--- config.mk ---
export PLATFORM = sky130hd
export DESIGN_NAME = bit_serial_adder
export DESIGN_NICKNAME = d
export VERILOG_FILES = /design/src/rtl/bit_serial_adder_pkg.sv /design/src/rtl/bit_serial_adder_slice.sv /design/src/rtl/bit_serial_adder.sv
export SDC_FILE = /design/constraint.sdc
export NUM_CORES = 1
export LEC_CHECK = 0
export ABC_AREA = 1
export BUFFER_PORTS_ARGS = -buffer_cell sky130_fd_sc_hd__buf_4
export CORE_MARGIN = 2
export CORE_UTILIZATION = 44
export DETAILED_ROUTE_END_ITERATION = 7
export PLACE_DENSITY = 0.79
export SYNTH_ARGS = -nofsm -noshare
export SYNTH_HDL_FRONTEND = slang
export SYNTH_SLANG_ARGS = --single-unit
--- constraint.sdc ---
create_clock -name clk -period 1.2 [get_ports clk]
set_input_delay 0.18 -clock clk [delete_from_list [all_inputs] [get_ports clk]]
set_output_delay 0.18 -clock clk [all_outputs]
set_load 0.005 [all_outputs]
--- src/rtl/bit_serial_adder_pkg.sv ---
// Shared types and helpers for the bit-serial adder.
//   state_e : controller states (IDLE, RUN, DONE), 2-bit encoding
//   clog2   : ceiling log2, used to size the slice counter
package bit_serial_adder_pkg;

  typedef enum logic [1:0] {
    IDLE = 2'd0,
    RUN  = 2'd1,
    DONE = 2'd2
  } state_e;

  function automatic int clog2(input int value);
    int res;
    int v;
    res = 0;
    v   = value - 1;
    while (v > 0) begin
      res = res + 1;
      v   = v >> 1;
    end
    return res;
  endfunction

endpackage

--- src/rtl/bit_serial_adder_slice.sv ---
// Combinational DIGIT-bit ripple-carry adder slice.
//   x, y  : slice operands
//   ci    : carry into bit 0
//   s     : slice sum
//   co    : carry out of the slice MSB
//   c_msb : carry into the slice MSB (XOR with co gives signed overflow)
module adder_slice #(
  parameter int DIGIT = 1
) (
  input  logic [DIGIT-1:0] x,
  input  logic [DIGIT-1:0] y,
  input  logic             ci,
  output logic [DIGIT-1:0] s,
  output logic             co,
  output logic             c_msb
);

  logic [DIGIT:0] c;

  // NOTE: every variable written in always_comb gets a default first, so no
  // path through the block leaves it unassigned and a latch is never inferred.
  always_comb begin
    c    = '0;
    s    = '0;
    c[0] = ci;
    for (int i = 0; i < DIGIT; i++) begin
      s[i]     = x[i] ^ y[i] ^ c[i];
      c[i + 1] = (x[i] & y[i]) | (c[i] & (x[i] ^ y[i]));
    end
  end

  assign co    = c[DIGIT];
  assign c_msb = c[DIGIT - 1];

endmodule

--- src/rtl/bit_serial_adder.sv ---
// Parametrised bit-serial adder: WIDTH-bit operands are shifted LSB-first and
// added DIGIT bits per cycle with a registered carry. Result appears N+1 cycles
// after an accepted start (N = WIDTH/DIGIT) with a one-cycle done pulse.
// Optional feature macro: SERIAL_ADDER_SUB_EN adds a subtract mode (sub input)
// and a signed-overflow flag (ovf output).
// Ports:
//   clk, reset : clock, synchronous active-high reset
//   start      : request, sampled only while ready
//   a, b, cin  : operands and carry-in, captured on an accepted start
//   ready      : idle and able to accept
//   busy       : serial addition in progress
//   done       : one-cycle pulse, sum/cout valid
//   sum, cout  : result and carry-out, held until the next result
//   sub, ovf   : (SERIAL_ADDER_SUB_EN only) subtract request, signed overflow
module bit_serial_adder
  import bit_serial_adder_pkg::*;
#(
  parameter int WIDTH = 8,
  parameter int DIGIT = 1
) (
  input  logic             clk,
  input  logic             reset,
  input  logic             start,
  input  logic [WIDTH-1:0] a,
  input  logic [WIDTH-1:0] b,
  input  logic             cin,
  output logic             ready,
  output logic             busy,
  output logic             done,
  output logic [WIDTH-1:0] sum,
  output logic             cout
`ifdef SERIAL_ADDER_SUB_EN
  ,
  input  logic             sub,
  output logic             ovf
`endif
);

  if (DIGIT < 1 || WIDTH < 2 || (WIDTH % DIGIT) != 0) begin : g_bad_params
    $error("bit_serial_adder: WIDTH must be >= 2 and DIGIT must divide WIDTH");
  end

  localparam int N     = WIDTH / DIGIT;
  localparam int CNT_W = (clog2(N) > 0) ? clog2(N) : 1;
  localparam logic [CNT_W-1:0] LAST = CNT_W'(N - 1);

  state_e             state_q, state_d;
  logic [CNT_W-1:0]   count_q, count_d;
  logic [WIDTH-1:0]   a_sh_q, a_sh_d;
  logic [WIDTH-1:0]   b_sh_q, b_sh_d;
  logic [WIDTH-1:0]   sum_sh_q, sum_sh_d;
  logic               carry_q, carry_d;
  logic [WIDTH-1:0]   sum_q, sum_d;
  logic               cout_q, cout_d;
`ifdef SERIAL_ADDER_SUB_EN
  logic               ovf_q, ovf_d;
`endif

  logic [DIGIT-1:0]   slice_s;
  logic               slice_co;
  logic               slice_c_msb;
  logic [WIDTH-1:0]   sum_sh_next;

  adder_slice #(.DIGIT(DIGIT)) u_slice (
    .x     (a_sh_q[DIGIT-1:0]),
    .y     (b_sh_q[DIGIT-1:0]),
    .ci    (carry_q),
    .s     (slice_s),
    .co    (slice_co),
    .c_msb (slice_c_msb)
  );

  // The new slice enters at the MSB end, so after N shifts slice 0 sits at the LSB.
  if (DIGIT < WIDTH) begin : g_shift
    assign sum_sh_next = {slice_s, sum_sh_q[WIDTH-1:DIGIT]};
  end else begin : g_single
    assign sum_sh_next = slice_s;
  end

`ifndef SERIAL_ADDER_SUB_EN
  // Carry into the MSB only matters for the overflow flag.
  logic unused_c_msb;
  assign unused_c_msb = slice_c_msb;
`endif

  // State register and datapath registers.
  // NOTE: sequential state uses non-blocking assignments so every flop samples
  // its _d value from before the edge, independent of statement order.
  always_ff @(posedge clk) begin
    if (reset) begin
      state_q  <= IDLE;
      count_q  <= '0;
      a_sh_q   <= '0;
      b_sh_q   <= '0;
      sum_sh_q <= '0;
      carry_q  <= 1'b0;
      sum_q    <= '0;
      cout_q   <= 1'b0;
`ifdef SERIAL_ADDER_SUB_EN
      ovf_q    <= 1'b0;
`endif
    end else begin
      state_q  <= state_d;
      count_q  <= count_d;
      a_sh_q   <= a_sh_d;
      b_sh_q   <= b_sh_d;
      sum_sh_q <= sum_sh_d;
      carry_q  <= carry_d;
      sum_q    <= sum_d;
      cout_q   <= cout_d;
`ifdef SERIAL_ADDER_SUB_EN
      ovf_q    <= ovf_d;
`endif
    end
  end

  // Next-state logic.
  always_comb begin
    state_d = state_q;
    unique case (state_q)
      IDLE:    if (start) state_d = RUN;
      RUN:     if (count_q == LAST) state_d = DONE;
      DONE:    state_d = IDLE;
      default: state_d = IDLE;
    endcase
  end

  // Datapath next values: load on accept, shift/add while running, and
  // capture the finished result on the last RUN cycle.
  always_comb begin
    count_d  = count_q;
    a_sh_d   = a_sh_q;
    b_sh_d   = b_sh_q;
    sum_sh_d = sum_sh_q;
    carry_d  = carry_q;
    sum_d    = sum_q;
    cout_d   = cout_q;
`ifdef SERIAL_ADDER_SUB_EN
    ovf_d    = ovf_q;
`endif
    if (state_q == IDLE && start) begin
      count_d = '0;
      a_sh_d  = a;
`ifdef SERIAL_ADDER_SUB_EN
      // Two's-complement subtract: a + ~b + 1.
      b_sh_d  = sub ? ~b : b;
      carry_d = sub ? 1'b1 : cin;
`else
      b_sh_d  = b;
      carry_d = cin;
`endif
    end else if (state_q == RUN) begin
      count_d  = count_q + CNT_W'(1);
      a_sh_d   = a_sh_q >> DIGIT;
      b_sh_d   = b_sh_q >> DIGIT;
      sum_sh_d = sum_sh_next;
      carry_d  = slice_co;
      if (count_q == LAST) begin
        sum_d  = sum_sh_next;
        cout_d = slice_co;
`ifdef SERIAL_ADDER_SUB_EN
        ovf_d  = slice_c_msb ^ slice_co;
`endif
      end
    end
  end

  // Outputs.
  always_comb begin
    ready = (state_q == IDLE);
    busy  = (state_q == RUN);
    done  = (state_q == DONE);
  end

  assign sum  = sum_q;
  assign cout = cout_q;
`ifdef SERIAL_ADDER_SUB_EN
  assign ovf  = ovf_q;
`endif

endmodule
==> flow_summary.yaml <==
logic_synthesis:
  ys_dominant_reg_cell: "dfxtp_1"
  ys_ff_latch: 38
  post_synth.cell_area_avg_um2: 7.33
  synth-edff-count: 0
  syn_inst: 237
  synth_warnings: 0
  syn-num-nets: 260
  synthesis.area_um2: 1740
  yosys-top-cells-area: "dfxtp_1, nand2_1, nand3_1"
  yosysUniqueCellTypes: 22
  yosysTopAreaCell: "dfxtp_1"
  synth_top_area_share: 0.438
  yosysMostFrequentCell: "nand2_1"
  synth-async-reset-ratio: 0
  yosys-top-cells-count: "nand2_1, dfxtp_1, nand3_1, nor2_1, inv_1"
  ys_seq_area_frac: 0.438
clocking:
  cts_hold_buf: 0
  clock_latency_ns: 0.30
  cts_tree: "done"
  cts_sinks: 38
  h-tree-depth: 2
  clockBufferDepth: 2
  path_clk_slew_ns: 0.07
  numCtsBuffers: 5
  clockRootBuffer: "clkbuf_8"
finish:
  stdcell_count: 341
  final_util: 0.691
  fill_cells: 288
  fin_nets: 315
  drive_gt1_frac: 0.464
  n_antenna_cell: 0
  regArea_um2: 772
  multi_input_area_um2: 1010
  areaGrowthSynthToFinish_pct: 47.7
floorplan:
  die-area_um2: 4470
  std_cell_rows: 22
  start_util: 0.468
  die_width_um: 66.8
  die_h_um: 66.8
  core-area_um2: 3720
  ios: 32
drt:
  routed_wl_um: 4270
  viasPerCell: 4.97
  vias: 1694
  drt-initial-drc-count: 96
  drtAntennaViolNets: 0
  dr.pass1.iters: 4
  drc: 0
  routedWlPerCell_um: 12.5
placed_design:
  dpl.hpwl_um: 2600
  numPortBuffers: 31
  dpl.cell_count: 317
  pre_cts_ws_ns: -0.0940
  gp_congestion: 0.782
power_and_ir_drop:
  power_w: 0.00299
  p_leak_nw: 1.16
  power.density_nw_per_um2: 1170
  vdd_drop_max_uv: 761
run_status:
  outcome: "complete, but fails checks"
  violations: "negative setup slack"
setup_path:
  path_max_fanout: 3
  crit_required_ns: 1.02
  worstSetupStartpointType: "flop"
  cp-end-kind: "output pin"
  rrSetupSlack_ns: -0.08
  arrival_ns: 1.14
  critPathKind: "flop to output pin"
timing:
  hold_viol: 0
  finalMaxSlewViolations: 0
  fin_crit_sh: 1.10
  timing.hold.ws_ns: 0.137
  finalWorstSetupSlack_ns: -0.122
  slew_headroom: 0.690
  max_freq_mhz: 757
  grt_setup_unrepaired: "true"
  final-setup-viol-count: 17
  fin_worst_skew_ns: 0.00979
  worst_slew_pin_slew_ns: 0.464
  fin_crit_ns: 1.32
global_route:
  grt_usage: 0.209
  grt_pass1_wl_um: 7030
  overflow: 0
  grt_pass1_vias: 1613
  grt_antenna_before_repair: 0
  grt_start_max_net_pins: 19
min_path:
  hp-class: "input port to flop"
job:
  max-cap-violations: 0
-- cells in the final DEF (no fill, tap or decap), types with 2 or more instances in the layout --
cell / n
a21oi_1: 8
a21oi_2: 11
buf_4: 43
buf_6: 14
clkbuf_8: 5
clkinvlp_4: 3
dfxtp_1: 33
dfxtp_2: 3
dfxtp_4: 2
ha_4: 2
inv_1: 18
inv_2: 3
inv_4: 2
nand2_1: 43
nand2_2: 15
nand2_8: 2
nand3_1: 19
nand3_2: 11
nor2_1: 23
nor2_2: 6
nor2_4: 5
o21ai_0: 9
o21ai_1: 3
o21ai_2: 3
-- per-layer routing --
| metal | vias up | routed length [um] | global-route usage | share of wire |
|---|---|---|---|---|
| met5 | - | 0 | 0 | 0 |
| met4 | 0 | 85 | 0.0689 | 0.020 |
| met3 | 10 | 240 | 0.0608 | 0.056 |
| met2 | 52 | 2150 | 0.354 | 0.50 |
| met1 | 771 | 1800 | 0.253 | 0.42 |
| li1 | 861 | - | - | - |
-- repair_timing --
| item | 4_1_cts | 5_1_grt |
|---|---|---|
| buffers inserted | 11 | 2 |
| resized for setup | 35 | 50 |
| pin swaps | 5 | 23 |
| gates cloned | 2 | 2 |
| setup endpoints to repair | 13 | 34 |
| endpoints found under the hold margin | 0 | 0 |
-- state kept, by name, indices dropped and copies added (netlist names) --
signal / flops
a_sh_q: 8
b_sh_q: 8
sum: 8
sum_sh_q: 7
count_q: 3
state_q: 2
carry_q: 1
cout: 1
-- critical path, stage by stage (launching register included) --
cell and delay (ns):
dfxtp_4 0.36, buf_6 0.13, nor2_4 0.14, buf_6 0.13, buf_6 0.09
-- layout make-up --
type	count	area share
Clock buffer	5	0.0268
Clock inverter	3	0.0176
Inverter	24	0.0390
Multi-Input combinational cell	164	0.394
Sequential cell	38	0.301
Tap cell	48	0.0234
Timing Repair Buffer	58	0.195
Timing Repair inverter	1	0.00293
-- path summary, 6_finish.rpt --
| check | cells after the start | startpoint | end |
|---|---|---|---|
| max | 4 | state_q[0] | ready |
| min | 3 | b[7] | b_sh_q[7] |
| min reg2reg | 2 | cout | cout |
| max reg2reg | 8 | count_q[1] | sum[1] |
-- report_power, final --
group / internal, W / total [W] / switching (W)
registers: 0.00133 / 0.00138 / 0.0000475
clock network: 0.000618 / 0.00110 / 0.000478
logic: 0.000240 / 0.000520 / 0.000280
-- per-stage QoR --
| stage | TNS (ns) | area [um^2] |
|---|---|---|
| 4_1_cts | -0.391 | 2370 |
| 2_1_floorplan | 0 | 1740 |
| 6_report | -0.916 | 2570 |
| 3_5_place_dp | -0.760 | 2060 |
| 5_1_grt | -2.29 | 2570 |
| 3_3_place_gp | 0 | 2060 |
-- logic make-up after synthesis --
logic type,after synthesis,synth area share
flops,38,0.438
simple gates,123,0.303
fa+ha+maj,3,0.0259
xor+xnor,1,0.00504
buf+inv,37,0.104
compound gates,35,0.125
(Power assumes the default switching activity.)
